**config.mk**
```make
export PLATFORM = sky130hd
export DESIGN_NAME = uart_sender
export DESIGN_NICKNAME = d
export VERILOG_FILES = /design/src/rtl/uart_pkg.sv /design/src/rtl/uart_baud_counter.sv /design/src/rtl/uart_sender.sv
export SDC_FILE = /design/constraint.sdc
export NUM_CORES = 1
export LEC_CHECK = 0
export ABC_AREA = 1
export BUFFER_PORTS_ARGS = -buffer_cell sky130_fd_sc_hd__buf_2
export CAP_MARGIN = 20
export CORE_UTILIZATION = 30
export CTS_CLUSTER_SIZE = 16
export DETAILED_ROUTE_END_ITERATION = 8
export PLACE_DENSITY = 0.52
export RECOVER_POWER = 100
export SYNTH_ARGS = -nofsm -noshare
export SYNTH_HDL_FRONTEND = slang
export SYNTH_SLANG_ARGS = --single-unit
```
**constraint.sdc**
```tcl
create_clock -name sysclk -period 4.55 [get_ports sysclk]
set_input_delay 0.455 -clock sysclk [delete_from_list [all_inputs] [get_ports sysclk]]
set_output_delay 0.455 -clock sysclk [all_outputs]
set_load 0.01 [all_outputs]
```
**src/rtl/uart_pkg.sv**
```systemverilog
// Shared types and constants for the UART peripheral.
// Holds the transmit state encoding and the data/baud counter widths.
package uart_pkg;

  typedef enum logic [1:0] {
    IDLE  = 2'd0,
    START = 2'd1,
    DATA  = 2'd2,
    STOP  = 2'd3
  } state_t;

  localparam int DATA_BITS  = 8;
  localparam int BAUD_CNT_W = 16;

endpackage

```
**src/rtl/uart_baud_counter.sv**
```systemverilog
// Bit-period timer shared by the UART transmit and receive halves.
// Ports: sysclk, reset (async, active high), clear (hold count at 0),
// bit_done (one-cycle pulse at count CLKS_PER_BIT-1).
module uart_baud_counter
  import uart_pkg::*;
#(
  parameter int CLKS_PER_BIT = 10417
) (
  input  logic sysclk,
  input  logic reset,
  input  logic clear,
  output logic bit_done
);

  localparam logic [BAUD_CNT_W-1:0] LAST =
    BAUD_CNT_W'(CLKS_PER_BIT - 1);

  logic [BAUD_CNT_W-1:0] cnt;

  assign bit_done = (cnt == LAST) && !clear;

  // Wraps to 0 at each bit boundary so every bit lasts CLKS_PER_BIT.
  always_ff @(posedge sysclk or posedge reset) begin
    if (reset) begin
      cnt <= '0;
    end else if (clear || bit_done) begin
      cnt <= '0;
    end else begin
      cnt <= cnt + 1'b1;
    end
  end

endmodule

```
**src/rtl/uart_sender.sv**
```systemverilog
// UART transmit half: sends one 8N1/8N2 frame, LSB first, per TX_EN edge.
// Ports: sysclk, reset (async, active high), TX_DATA[7:0], TX_EN,
// TX_STATUS (1 = idle/ready), UART_TX (registered serial line, idles high).
module uart_sender
  import uart_pkg::*;
#(
  parameter int CLKS_PER_BIT = 10417,
  parameter int STOP_BITS    = 1
) (
  input  logic       sysclk,
  input  logic       reset,
  input  logic [7:0] TX_DATA,
  input  logic       TX_EN,
  output logic       TX_STATUS,
  output logic       UART_TX
);

  localparam logic [2:0] LAST_DATA = 3'(DATA_BITS - 1);
  localparam logic [2:0] LAST_STOP = 3'(STOP_BITS - 1);

  state_t               state;
  logic [DATA_BITS-1:0] shift;
  logic [2:0]           bit_idx;
  logic                 tx_en_d;
  logic                 req;
  logic                 clear;
  logic                 bit_done;

  assign req   = TX_EN & ~tx_en_d;
  assign clear = (state == IDLE);

  uart_baud_counter #(
    .CLKS_PER_BIT(CLKS_PER_BIT)
  ) u_baud (
    .sysclk  (sysclk),
    .reset   (reset),
    .clear   (clear),
    .bit_done(bit_done)
  );

  // Resets to 1 so a TX_EN already high at reset release is not an edge.
  always_ff @(posedge sysclk or posedge reset) begin
    if (reset) begin
      tx_en_d <= 1'b1;
    end else begin
      tx_en_d <= TX_EN;
    end
  end

  // bit_idx counts data bits in DATA and stop bits in STOP.
  always_ff @(posedge sysclk or posedge reset) begin
    if (reset) begin
      state     <= IDLE;
      shift     <= '0;
      bit_idx   <= '0;
      UART_TX   <= 1'b1;
      TX_STATUS <= 1'b1;
    end else begin
      case (state)
        IDLE: begin
          if (req) begin
            shift     <= TX_DATA;
            bit_idx   <= '0;
            state     <= START;
            UART_TX   <= 1'b0;
            TX_STATUS <= 1'b0;
          end
        end
        START: begin
          if (bit_done) begin
            state   <= DATA;
            bit_idx <= '0;
            UART_TX <= shift[0];
          end
        end
        DATA: begin
          if (bit_done) begin
            shift <= shift >> 1;
            if (bit_idx == LAST_DATA) begin
              state   <= STOP;
              bit_idx <= '0;
              UART_TX <= 1'b1;
            end else begin
              bit_idx <= bit_idx + 3'd1;
              UART_TX <= shift[1];
            end
          end
        end
        STOP: begin
          if (bit_done) begin
            if (bit_idx == LAST_STOP) begin
              state     <= IDLE;
              TX_STATUS <= 1'b1;
            end else begin
              bit_idx <= bit_idx + 3'd1;
            end
          end
        end
        default: state <= IDLE;
      endcase
    end
  end

endmodule

```
After elaboration in Yosys (flattened, before gate mapping)
Cells that the tools add are included.
W data, S select, Z words.
{ "totals": {"input_bits": 11, "output_inout_bits": 2, "reg_bits": 32} }
{ "classes": {"muxes": 26, "add_sub_neg": 2, "bitwise": 2, "reduce_logical": 13, "n_eq_ne": 12} }
{ "ops": {"columns": ["operator", "count"], "rows": [
  ["$mux W3", 6],
  ["$add A16 B1 Y16 const B", 1],
  ["$eq A16 B14 Y1 const B", 1],
  ["$mux W16", 1],
  ["$mux W8", 2],
  ["$pmux W8 S2", 1],
  ["$mux W2", 6],
  ["$pmux W3 S4", 1],
  ["$ne A2 B2 Y1 const B", 4],
  ["$pmux W2 S4", 1],
  ["$reduce_and A4 Y1", 2],
  ["$mux W1", 6],
  ["$ne A2 B1 Y1 const B", 3],
  ["$reduce_and A6 Y1", 1],
  ["$reduce_and A5 Y1", 1],
  ["$eq A2 B2 Y1 const B", 2],
  ["$reduce_bool A2 Y1", 2],
  ["$add A3 B1 Y3 const B", 1],
  ["$eq A3 B3 Y1 const B", 1],
  ["$logic_not A3 Y1", 1],
  ["$pmux W1 S3", 1],
  ["$reduce_and A3 Y1", 1],
  ["$reduce_bool A3 Y1", 1],
  ["$eq A2 B1 Y1 const B", 1],
  ["other kinds (7)", 7]
]} }

Logic depth before layout (Yosys ltp)
{ "logic_depth": {"depth_word": 5, "mapped_depth": 11} }

By module
A second synthesis with hierarchy kept.
{ "unflattened": {"cells_unflattened": 255, "hier_area_um2": 1960.6} }
{ "by_module_without_submodules": {"columns": ["module", "cells_each", "instances", "seq_area_each_um2", "area_per_inst_um2"], "rows": [
  ["uart_sender", 129, 1, 404.1, 1012.2],
  ["uart_baud_counter", 126, 1, 400.4, 948.4]
]} }

Worst setup path before layout
OpenSTA, ideal clock, no wires.
{ "synth_path": {"kind": "reg-to-reg", "from": "register state[0]", "to": "register bit_idx[0]", "n_path_buf": 0, "arrival_ns": 1.401, "path_slack_ns": 3.032, "required_time_ns": 4.433, "path_stages_with_launch": 8, "cell_sequence": "dfrtp_1 inv_1 ha_1 or2_2 o21ai_4 nand2_2 nand2_1 nand2_1"} }
{ "synth_via": {"elab_chain_len": 5, "word_cells_on_any_way": 13, "classes_between": "eq/ne (8); mux (1); reduce/logical (4)"} }
{ "synth_rtl": {"columns": ["item", "line_no", "source"], "rows": [
  ["start: declaration", "uart_sender.sv:21", "state_t state;"],
  ["start signal: assignment", "uart_sender.sv:53", "state <= IDLE;"],
  ["start signal: assignment", "uart_sender.sv:64", "state <= START;"],
  ["start signal: assignment", "uart_sender.sv:71", "state <= DATA;"],
  ["$logic_not A2 Y1", "uart_sender.sv:30, uart_sender.sv:59", null],
  ["$logic_not A1 Y1", "uart_baud_counter.sv:20", "assign bit_done = (cnt == LAST) && !clear;"],
  ["$logic_and A1 B1 Y1", "uart_baud_counter.sv:20", null],
  ["$ne A2 B1 Y1 (no line)", null, null],
  ["$reduce_and A5 Y1 (no line)", null, null],
  ["end signal: assignment", "uart_sender.sv:84", "bit_idx <= bit_idx + 3'd1;"],
  ["end signal: assignment", "uart_sender.sv:95", "bit_idx <= bit_idx + 3'd1;"],
  ["end: declaration", "uart_sender.sv:23", "logic [2:0] bit_idx;"]
]} }
Parallel ways exist; a longest one is shown, timed or not.
A chain may end at the register's enable or synchronous reset.

Final worst setup path
{ "layout_path": {"from": "register state[0]", "to": "register bit_idx[1]"} }
Same word-level chain as after synthesis.

==> qor.txt <==
status - finished, violations left
failing checks - max-capacitance violations, max-slew violations
switching share of power - 0.4132
crit path max fanout - 14
internal power - 0.6652 mW
Slew headroom - -0.1720
Yosys reg bits - 32
GRT Overall Usage - 0.1285
synthesized area per cell - 7.746 sq um
RSZ-0062 raised after global routing - no
Syn Nets - 272
Vias - 1532
Clock Power Share - 0.242
Startpoint Class - register
first-pass GRT wire length - 6472 microns
MaxCap Viol Count - 1
hold path start - TX_EN
CTS Hold Bufs - 0
layout cells sized above 1 - 0.1450
average wire per standard cell - 11.22 microns
CTS buffer count - 5
Crit Path Class - register to register
DRC - 0
most common cell after layout, fill and taps aside - nand2_1
vias in the first global route - 1464
die height - 82.51 microns
root buffer cell - clkbuf_8
Max Transition Viols Final - 33
fillers - 669
LEAKAGE - 1.047 nW
Initial Util - 0.3190
WP data arrival - 2.40 ns
Mapped Cells - 251
Gate power share - 0.399
CTS tree - done
most frequent cells in the layout - nand2_1 (82), nor2_1 (30), dfrtp_1 (29)
Util after Layout - 0.3491
crit share post-route - 0.4891
I/O pins - 13
initial drt markers - 48
Switch Pwr - 0.4685 mW
clk_skew - 0.007942 ns
gp weighted congestion - 0.7963
total grt overflow - 0
# diodes - 0
drt via density - 4.453
Max Clock Freq - 0.4494 GHz
FF-to-FF Start - state[0]
Worst-path clk slew - 0.06 ns
synth warn - 0
die area - 6807 sq um
DIE WIDTH - 82.51 microns
final hold violation count - 0
PD cells - 532.7 nW/um^2
Post-Route Setup TNS - 0 ns
largest net degree at the start of global routing - 33
num rows - 28
First-pass DRT Iterations - 4
transition time of the tightest slew-check pin - 1.758 ns
crit path from - state[0]
Tightest Hold Check Type - input port to register
Area growth syn-to-layout - 9.459%
Net count, final - 289
Seq/Total Area, Yosys - 0.4138
Sequential Power Share - 0.358
VDD IR-drop max - 0.2607 mV
Tmin final - 2.225 ns
Critical Path End Type - register
clock buffer depth - 2
count of final setup violators - 0
worst-skew pair later-pin latency - 0.29 ns
H-tree Lvls - 2
Detail Route Antenna Nets - 0
IO Port Bufs - 12
Netlist Area Pre-Place - 1944 sq um
Routed WL - 3859 microns
Detail Placement HPWL - 2816 microns
antenna violations before repair - 0
Core Area - 6096 sq um
PostCTS Resize Cnt - 0
Synth cell types - 27
post-CTS setup buffers - 0
Crit path required time - 4.73 ns
clk sinks - 32
-- cells by family after synthesis --
| family | after synthesis | share of synthesized area |
|---|---|---|
| simple gates | 163 | 0.3996 |
| buf+inv | 33 | 0.06886 |
| flops | 32 | 0.4138 |
| fa+ha+maj | 10 | 0.06435 |
| compound gates | 9 | 0.03539 |
| xor+xnor | 4 | 0.01802 |
-- stage by stage --
step                power, mW  hold WS, ns  instances  setup WS [ns]  instance area [sq um]
finish                  1.134       0.2763        344          2.325                   2128
global route            1.234       0.2658        344          2.128                   2128
CTS                     1.184       0.2604        344          2.755                   2192
detailed placement     0.9053       0.4614        336          2.764                   2085
global placement       0.9065       0.4565        336          2.798                   2085
floorplan              0.8139       0.4417        251          3.032                   1944
-- worst max-delay path: stages (launching register included) --
cell and delay (ns):
dfrtp_1 0.40, inv_1 0.10, ha_1 0.37, or2_2 0.35
o21ai_0 0.64, nand2_2 0.13, nand2_1 0.09, nand2_1 0.05
-- sequential cells by signal, summed over array words and instances (netlist names) --
register and count:
shift 8, TX_STATUS 1, tx_en_d 1, state 2, UART_TX 1, bit_idx 3
u_baud.cnt 16
-- metal layers --
| metal | global-route usage | share of wire | vias up |
|---|---|---|---|
| li1 | - | - | 825 |
| met1 | 0.1638 | 0.52 | 667 |
| met2 | 0.2041 | 0.44 | 32 |
| met3 | 0.03077 | 0.032 | 8 |
| met4 | 0.06034 | 0.012 | 0 |
| met5 | 0 | 0 | - |
-- final timing paths --
path	endpoint	slack, ns	depth (start not counted)
worst max-delay path	bit_idx[1]	2.32	7
worst min-delay path	tx_en_d	0.28	1
worst max register to register	bit_idx[1]	2.32	7
worst min register to register	UART_TX	0.48	2
max in group asynchronous	bit_idx[1]	2.76	3
min in group asynchronous	shift[5]	0.78	3
-- power groups by stage --
stage | combinational, mW | clock [mW] | sequential, mW
global route | 0.521 | 0.296 | 0.416
CTS | 0.493 | 0.282 | 0.409
finish | 0.452 | 0.275 | 0.406
global placement | 0.490 | 0 | 0.417
floorplan | 0.415 | 0 | 0.399
detailed placement | 0.494 | 0 | 0.411
-- cells in the mapped netlist --
cell,number,area share
buf_2,2,0.0051
nor3_1,3,0.0077
ha_1,10,0.064
nor3_2,3,0.015
nand4_1,6,0.019
dfstp_2,3,0.041
a211oi_2,1,0.0064
nand3_1,20,0.051
nor3b_1,4,0.015
nor2_1,29,0.056
or2_2,2,0.0064
nand3b_1,3,0.012
nor2_2,4,0.013
nand2_4,2,0.012
nor2_4,1,0.0058
nor3_4,1,0.0084
inv_2,8,0.015
o21a_1,2,0.0077
xor2_1,4,0.018
a21oi_1,5,0.013
dfrtp_1,29,0.37
buf_6,1,0.0058
nand3_4,1,0.0090
o21ai_4,1,0.0084
nand2_2,5,0.016
inv_1,22,0.042
nand2_1,79,0.15
-- final cells by class --
| class | instances | area (sq um) | area share |
|---|---|---|---|
| Multi-Input combinational cell | 186 | 947.2 | 0.4450 |
| Sequential cell | 32 | 804.5 | 0.3780 |
| Inverter | 30 | 112.6 | 0.05291 |
| Tap cell | 75 | 93.84 | 0.04409 |
| Clock buffer | 6 | 72.57 | 0.03410 |
| Timing Repair Buffer | 13 | 62.56 | 0.02939 |
| Clock inverter | 2 | 35.03 | 0.01646 |
Power figures use the tool's default switching activity.
